`src/rtl/fp_sqrt_unit.sv`:
```
// ============================================================================
// fp_sqrt_unit : IEEE-754 single-precision square root, restoring recurrence.
// Optional denormal support via FP_SQRT_DENORM_EN (default: flush to zero).
// Revision: 1.0
// ============================================================================
`default_nettype none

module fp_sqrt_unit #(
    parameter  int OPCODE  = 3,
    localparam int LATENCY = 28
) (
    input  logic        clk,
    input  logic        rst,
    input  logic        reset_req,
    input  logic        clk_en,
    input  logic        start,
    input  logic [31:0] dataa,
    input  logic [31:0] datab,
    input  logic [7:0]  n,
    output logic        done,
    output logic [31:0] result
);

    localparam logic [7:0]  c_OPCODE    = 8'(OPCODE);
    // start, unpack, round and done edges bracket the iteration phase
    localparam logic [4:0]  c_ITER_LAST = 5'(LATENCY - 4);
    localparam logic [31:0] c_QNAN      = 32'h7FC0_0000;
    localparam logic [31:0] c_PINF      = 32'h7F80_0000;

    typedef enum logic [2:0] {IDLE, UNPACK, ITER, ROUND, DONE} state_t;

    state_t       r_state;
    logic [31:0]  r_a;
    logic [7:0]   r_n;
    logic [49:0]  r_rad;
    logic [27:0]  r_rem;
    logic [24:0]  r_root;
    logic [4:0]   r_cnt;
    logic [7:0]   r_exp;
    logic         r_special;
    logic [31:0]  r_spec_val;
    logic [31:0]  r_rounded;

    logic         w_unused;
    assign w_unused = ^{reset_req, datab};

    logic         w_sign;
    logic [7:0]   w_bexp;
    logic [22:0]  w_frac;
    assign w_sign = r_a[31];
    assign w_bexp = r_a[30:23];
    assign w_frac = r_a[22:0];

`ifdef FP_SQRT_DENORM_EN
    logic [4:0]   w_lzc;
    always_comb begin
        w_lzc = 5'd0;
        for (int i = 0; i < 23; i++) begin
            if (w_frac[i]) w_lzc = 5'(23 - i);
        end
    end
`endif

    logic [23:0]        w_mant;
    logic signed [9:0]  w_e;
    logic               w_is_special;
    logic [31:0]        w_spec_val;
    logic [49:0]        w_rad;

    always_comb begin
        w_mant       = {1'b1, w_frac};
        w_e          = $signed({2'b00, w_bexp}) - 10'sd127;
        w_is_special = 1'b1;
        w_spec_val   = c_QNAN;
        if (r_n != c_OPCODE) begin
            w_spec_val = c_QNAN;
        end else if (w_bexp == 8'hFF) begin
            w_spec_val = (w_frac == 23'd0 && !w_sign) ? c_PINF : c_QNAN;
        end else if (w_bexp == 8'h00 && w_frac == 23'd0) begin
            w_spec_val = {w_sign, 31'd0};
        end else if (w_bexp == 8'h00) begin
`ifdef FP_SQRT_DENORM_EN
            if (w_sign) begin
                w_spec_val = c_QNAN;
            end else begin
                w_is_special = 1'b0;
                w_mant       = {1'b0, w_frac} << w_lzc;
                w_e          = -10'sd126 - $signed({5'b00000, w_lzc});
            end
`else
            w_spec_val = {w_sign, 31'd0};
`endif
        end else if (w_sign) begin
            w_spec_val = c_QNAN;
        end else begin
            w_is_special = 1'b0;
        end
        // An odd exponent moves one factor of two into the radicand
        w_rad = w_e[0] ? {w_mant, 26'd0} : {1'b0, w_mant, 25'd0};
    end

    logic [27:0] w_rem_sh;
    logic [27:0] w_trial;
    logic [27:0] w_diff;
    logic        w_ge;
    assign w_rem_sh = {r_rem[25:0], r_rad[49:48]};
    assign w_trial  = {1'b0, r_root, 2'b01};
    assign w_ge     = (w_rem_sh >= w_trial);
    assign w_diff   = w_rem_sh - w_trial;

    // root[24:1] holds the significand, root[0] is the guard bit
    logic        w_up;
    logic [24:0] w_sum;
    logic        w_carry;
    logic [22:0] w_frac_out;
    logic [7:0]  w_exp_out;
    assign w_up       = r_root[0] & ((|r_rem) | r_root[1]);
    assign w_sum      = {1'b0, r_root[24:1]} + 25'(w_up);
    assign w_carry    = w_sum[24];
    assign w_frac_out = w_carry ? w_sum[23:1] : w_sum[22:0];
    assign w_exp_out  = r_exp + 8'(w_carry);

    always_ff @(posedge clk) begin
        if (rst) begin
            r_state    <= IDLE;
            done       <= 1'b0;
            result     <= 32'd0;
            r_a        <= 32'd0;
            r_n        <= 8'd0;
            r_rad      <= 50'd0;
            r_rem      <= 28'd0;
            r_root     <= 25'd0;
            r_cnt      <= 5'd0;
            r_exp      <= 8'd0;
            r_special  <= 1'b0;
            r_spec_val <= 32'd0;
            r_rounded  <= 32'd0;
        end else if (clk_en) begin
            done <= 1'b0;
            case (r_state)
                IDLE: begin
                    // the cycle showing done still belongs to the last operation
                    if (start && !done) begin
                        r_a     <= dataa;
                        r_n     <= n;
                        r_state <= UNPACK;
                    end
                end
                UNPACK: begin
                    r_rad      <= w_rad;
                    r_exp      <= 8'((w_e >>> 1) + 10'sd127);
                    r_special  <= w_is_special;
                    r_spec_val <= w_spec_val;
                    r_rem      <= 28'd0;
                    r_root     <= 25'd0;
                    r_cnt      <= 5'd0;
                    r_state    <= ITER;
                end
                ITER: begin
                    r_rad <= {r_rad[47:0], 2'b00};
                    if (w_ge) begin
                        r_rem  <= w_diff;
                        r_root <= {r_root[23:0], 1'b1};
                    end else begin
                        r_rem  <= w_rem_sh;
                        r_root <= {r_root[23:0], 1'b0};
                    end
                    if (r_cnt == c_ITER_LAST) begin
                        r_state <= ROUND;
                    end else begin
                        r_cnt <= r_cnt + 5'd1;
                    end
                end
                ROUND: begin
                    r_rounded <= r_special ? r_spec_val : {1'b0, w_exp_out, w_frac_out};
                    r_state   <= DONE;
                end
                DONE: begin
                    result  <= r_rounded;
                    done    <= 1'b1;
                    r_state <= IDLE;
                end
                default: r_state <= IDLE;
            endcase
        end
    end

endmodule

`default_nettype wire

```
`config.mk`:
```
export PLATFORM = sky130hd
export DESIGN_NAME = fp_sqrt_unit
export DESIGN_NICKNAME = d
export VERILOG_FILES = /design/src/rtl/fp_sqrt_unit.sv
export SDC_FILE = /design/constraint.sdc
export NUM_CORES = 1
export LEC_CHECK = 0
export CAP_MARGIN = 5
export CORE_ASPECT_RATIO = 1.25
export CORE_MARGIN = 3
export CORE_UTILIZATION = 50
export CTS_CLUSTER_SIZE = 8
export DETAILED_ROUTE_END_ITERATION = 12
export PLACE_DENSITY = 0.73
export SLEW_MARGIN = 15
export SYNTH_ARGS = -nofsm -noshare
export SYNTH_HDL_FRONTEND = slang
export SYNTH_SLANG_ARGS = --single-unit
export TNS_END_PERCENT = 20
```
`constraint.sdc`:
```
create_clock -name clk -period 7.5 [get_ports clk]
set_clock_uncertainty 0.2 [all_clocks]
set_input_delay 1.125 -clock clk [delete_from_list [all_inputs] [get_ports clk]]
set_output_delay 1.125 -clock clk [all_outputs]
set_load 0.02 [all_outputs]
```
==> flow_metrics.py <==
metrics = {
    "synth": {
        "synth_common_cells": "nand2_1 (221), dfxtp_1 (203), a21oi_1 (163)",
        "synth_area_per_cell_um2": 7.83,
        "ys_types": 63,
        "synth_area_leaders": "dfxtp_1 (40%), nand2_1 (8.1%), a21oi_1 (8.0%)",
        "yosysTopAreaCell": "dfxtp_1",
        "ys_ff_latch": 203,
        "syn-instance-count": 1305,
        "synth-edff-count": 0,
        "mappedNetlistArea_um2": 10200,
        "post-synth-top-count-cell": "nand2_1",
        "synth_ff_type": "dfxtp_1",
        "async_flop_share_pct": 0,
        "syn_nets": 1417,
        "synth_seq_area_share_pct": 39.8,
        "synth_warnings": 0,
        "synth_top_cell_area_share_pct": 39.8,
    },
    "die": {
        "die_y_um": 166,
        "core_um2": 19800,
        "fp.dieW_um": 134,
        "die-area_um2": 22200,
        "start_util_pct": 51.7,
        "rows": 57,
        "ios": 110,
    },
    "global_route": {
        "antenna_found_initial": 0,
        "track_usage_pct": 21.2,
        "first_global_vias": 8505,
        "grt_max_degree": 107,
        "grt_pass1_wl_um": 40400,
        "grt_overflow": 0,
    },
    "final_layout": {
        "seqCellArea_um2": 4060,
        "fin_nets": 1448,
        "fillers": 1867,
        "drive_gt1_share_pct": 4.63,
        "layout.cells.non_filler": 1603,
        "multi_input_area_um2": 5650,
        "antenna_cells": 0,
        "syn2layout_area_growth_pct": 15.8,
    },
    "placement": {
        "port_buffers": 76,
        "dp_cells": 1569,
        "dp_slack_ns": 3.83,
        "place.gp.congestion": 0.909,
        "detailed_place_hpwl_um": 16300,
    },
    "sta": {
        "fin_crit_sh_pct": 48.1,
        "hold_viol": 0,
        "maxSlewViolCount": 0,
        "report.final.setup_viol": 0,
        "setup_ws_ns": 3.89,
        "max_slew_margin_pct": 28.1,
        "rsz0062_at_grt": "no",
        "min_period_ns": 3.61,
        "clock.fmax_mhz": 277,
        "setup_tns_ns": 0,
        "worstMarginPinSlew_ns": 1.07,
    },
    "clock_tree": {
        "cts.repair.resized": 0,
        "cts_tree": "yes",
        "cts_root_buffer": "clkbuf_16",
        "cts_max_level": 1,
        "cts.clk_slew.worst_paths_ns": 0.05,
        "postCtsHoldBufs": 0,
        "clk_latency_ns": 0.54,
        "numCtsBuffers": 29,
        "post-cts-setup-buffers": 0,
        "clockBufferDepth": 3,
        "numClockSinks": 203,
    },
    "setup_path": {
        "worst_ep_arrival_time_ns": 3.83,
        "cp-end-kind": "register",
        "cp-start-kind": "register",
        "worstSetupPathType": "reg2reg",
        "cp_max_fo": 19,
        "crit_required_ns": 7.72,
    },
    "route": {
        "wl_um": 24100,
        "drtIter0Drc": 599,
        "drt_pass1_iterations": 5,
        "antenna_left": 0,
        "via_count": 9129,
        "routedWlPerCell_um": 15.1,
        "drc_errors": 0,
        "vias_per_cell": 5.69,
    },
    "power": {
        "power_density_nw_per_um2": 257,
        "irDropWorstVdd_mv": 0.195,
        "p_leak_nw": 4.30,
    },
    "flow_run": {
        "maxCapViolCount": 0,
    },
    "status": {
        "status": "completed",
    },
    "worst_hold_path": {
        "min_path_type": "reg2reg",
    },
}
## per-layer routing
metal	wire, um	share of wire (%)	global-route usage (%)
met1	10400	43	26.2
met3	1030	4.3	2.88
met5	0	0	0
met2	12200	50	38.0
met4	597	2.5	6.58
## stage by stage
stage	power [mW]	util (%)	hold slack (ns)	area, um2
2_1_floorplan	1.77	-	0.231	10200
3_3_place_gp	1.91	55.9	0.239	11000
3_5_place_dp	1.91	55.9	0.243	11000
4_1_cts	3.06	59.8	0.250	11800
5_1_grt	3.20	59.9	0.271	11800
6_report	3.05	59.9	0.246	11800
## cell usage in the layout (no fill, tap or decap), drive strengths merged, types with 2 or more instances in the layout
cell / count
nand2: 223
dfxtp: 203
a21oi: 163
nor2: 134
clkdlybuf4s50: 75
inv: 46
a22oi: 44
xnor2: 42
o21ai: 39
mux2i: 37
ha: 35
nand3: 32
clkbuf: 32
a211oi: 31
nor3: 23
nor4: 21
xor2: 20
nand4: 16
and3: 14
a31oi: 12
buf: 12
nand2b: 9
o211ai: 9
a21o: 9
a32oi: 9
o21a: 6
nor2b: 3
o31ai: 3
a22o: 3
a221oi: 3
and2: 3
and4: 2
or2: 2
a21boi: 2
o2111ai: 2
a221o: 2
or3: 2
a31o: 2
## logic make-up after synthesis
family,share of synthesized area (%)
fa+ha+maj,4.29
flops,39.8
buf+inv,5.14
mux,3.73
compound gates,20.7
simple gates,21.1
xor+xnor,5.31
## area by class of cell
type / instances / area share (%)
inverters: 45 / 1.43
well taps: 265 / 2.80
clock buffers: 32 / 6.40
repair buffers: 87 / 7.17
flip-flops and latches: 203 / 34.3
clock inverters: 1 / 0.169
multi-input cells: 970 / 47.7
## where the power goes
| part | total [mW] | internal [mW] | switching, mW |
|---|---|---|---|
| combinational | 0.765 | 0.317 | 0.447 |
| clock | 1.14 | 0.698 | 0.442 |
| sequential | 1.14 | 1.11 | 0.0318 |
| total | 3.05 | 2.13 | 0.921 |
## worst paths after layout
path	from	end	slack, ns	cells past startpoint
hold reg to reg	r_rounded[18]$_SDFFE_PP0P_	result[18]$_SDFFE_PP0P_	0.25	2
setup / recovery	r_root[0]$_SDFFE_PP0P_	r_rem[23]$_SDFFE_PP0P_	3.89	10
setup reg to reg	r_root[0]$_SDFFE_PP0P_	r_rem[23]$_SDFFE_PP0P_	3.89	10
hold / removal	r_rounded[18]$_SDFFE_PP0P_	result[18]$_SDFFE_PP0P_	0.25	2
## registers in the layout, summed over array words and instances (netlist names)
name and count:
r_rad 25, done 1, r_rem 28, r_special 1, r_exp 8, result 32, r_root 25, r_spec_val 3
r_rounded 32, r_state 3, r_a 32, r_n 8, r_cnt 5
## critical path: stages, from the launching register on
cell       delay [ns]
dfxtp_1          0.40
inv_1            0.11
ha_1             0.33
nor2b_1          0.16
o31ai_1          0.40
a21oi_1          0.29
a2bb2oi_1        0.29
a21o_1           0.36
nand2_4          0.28
a31o_1           0.35
a221o_1          0.31
Note: power is estimated with default switching activity, not from simulation.
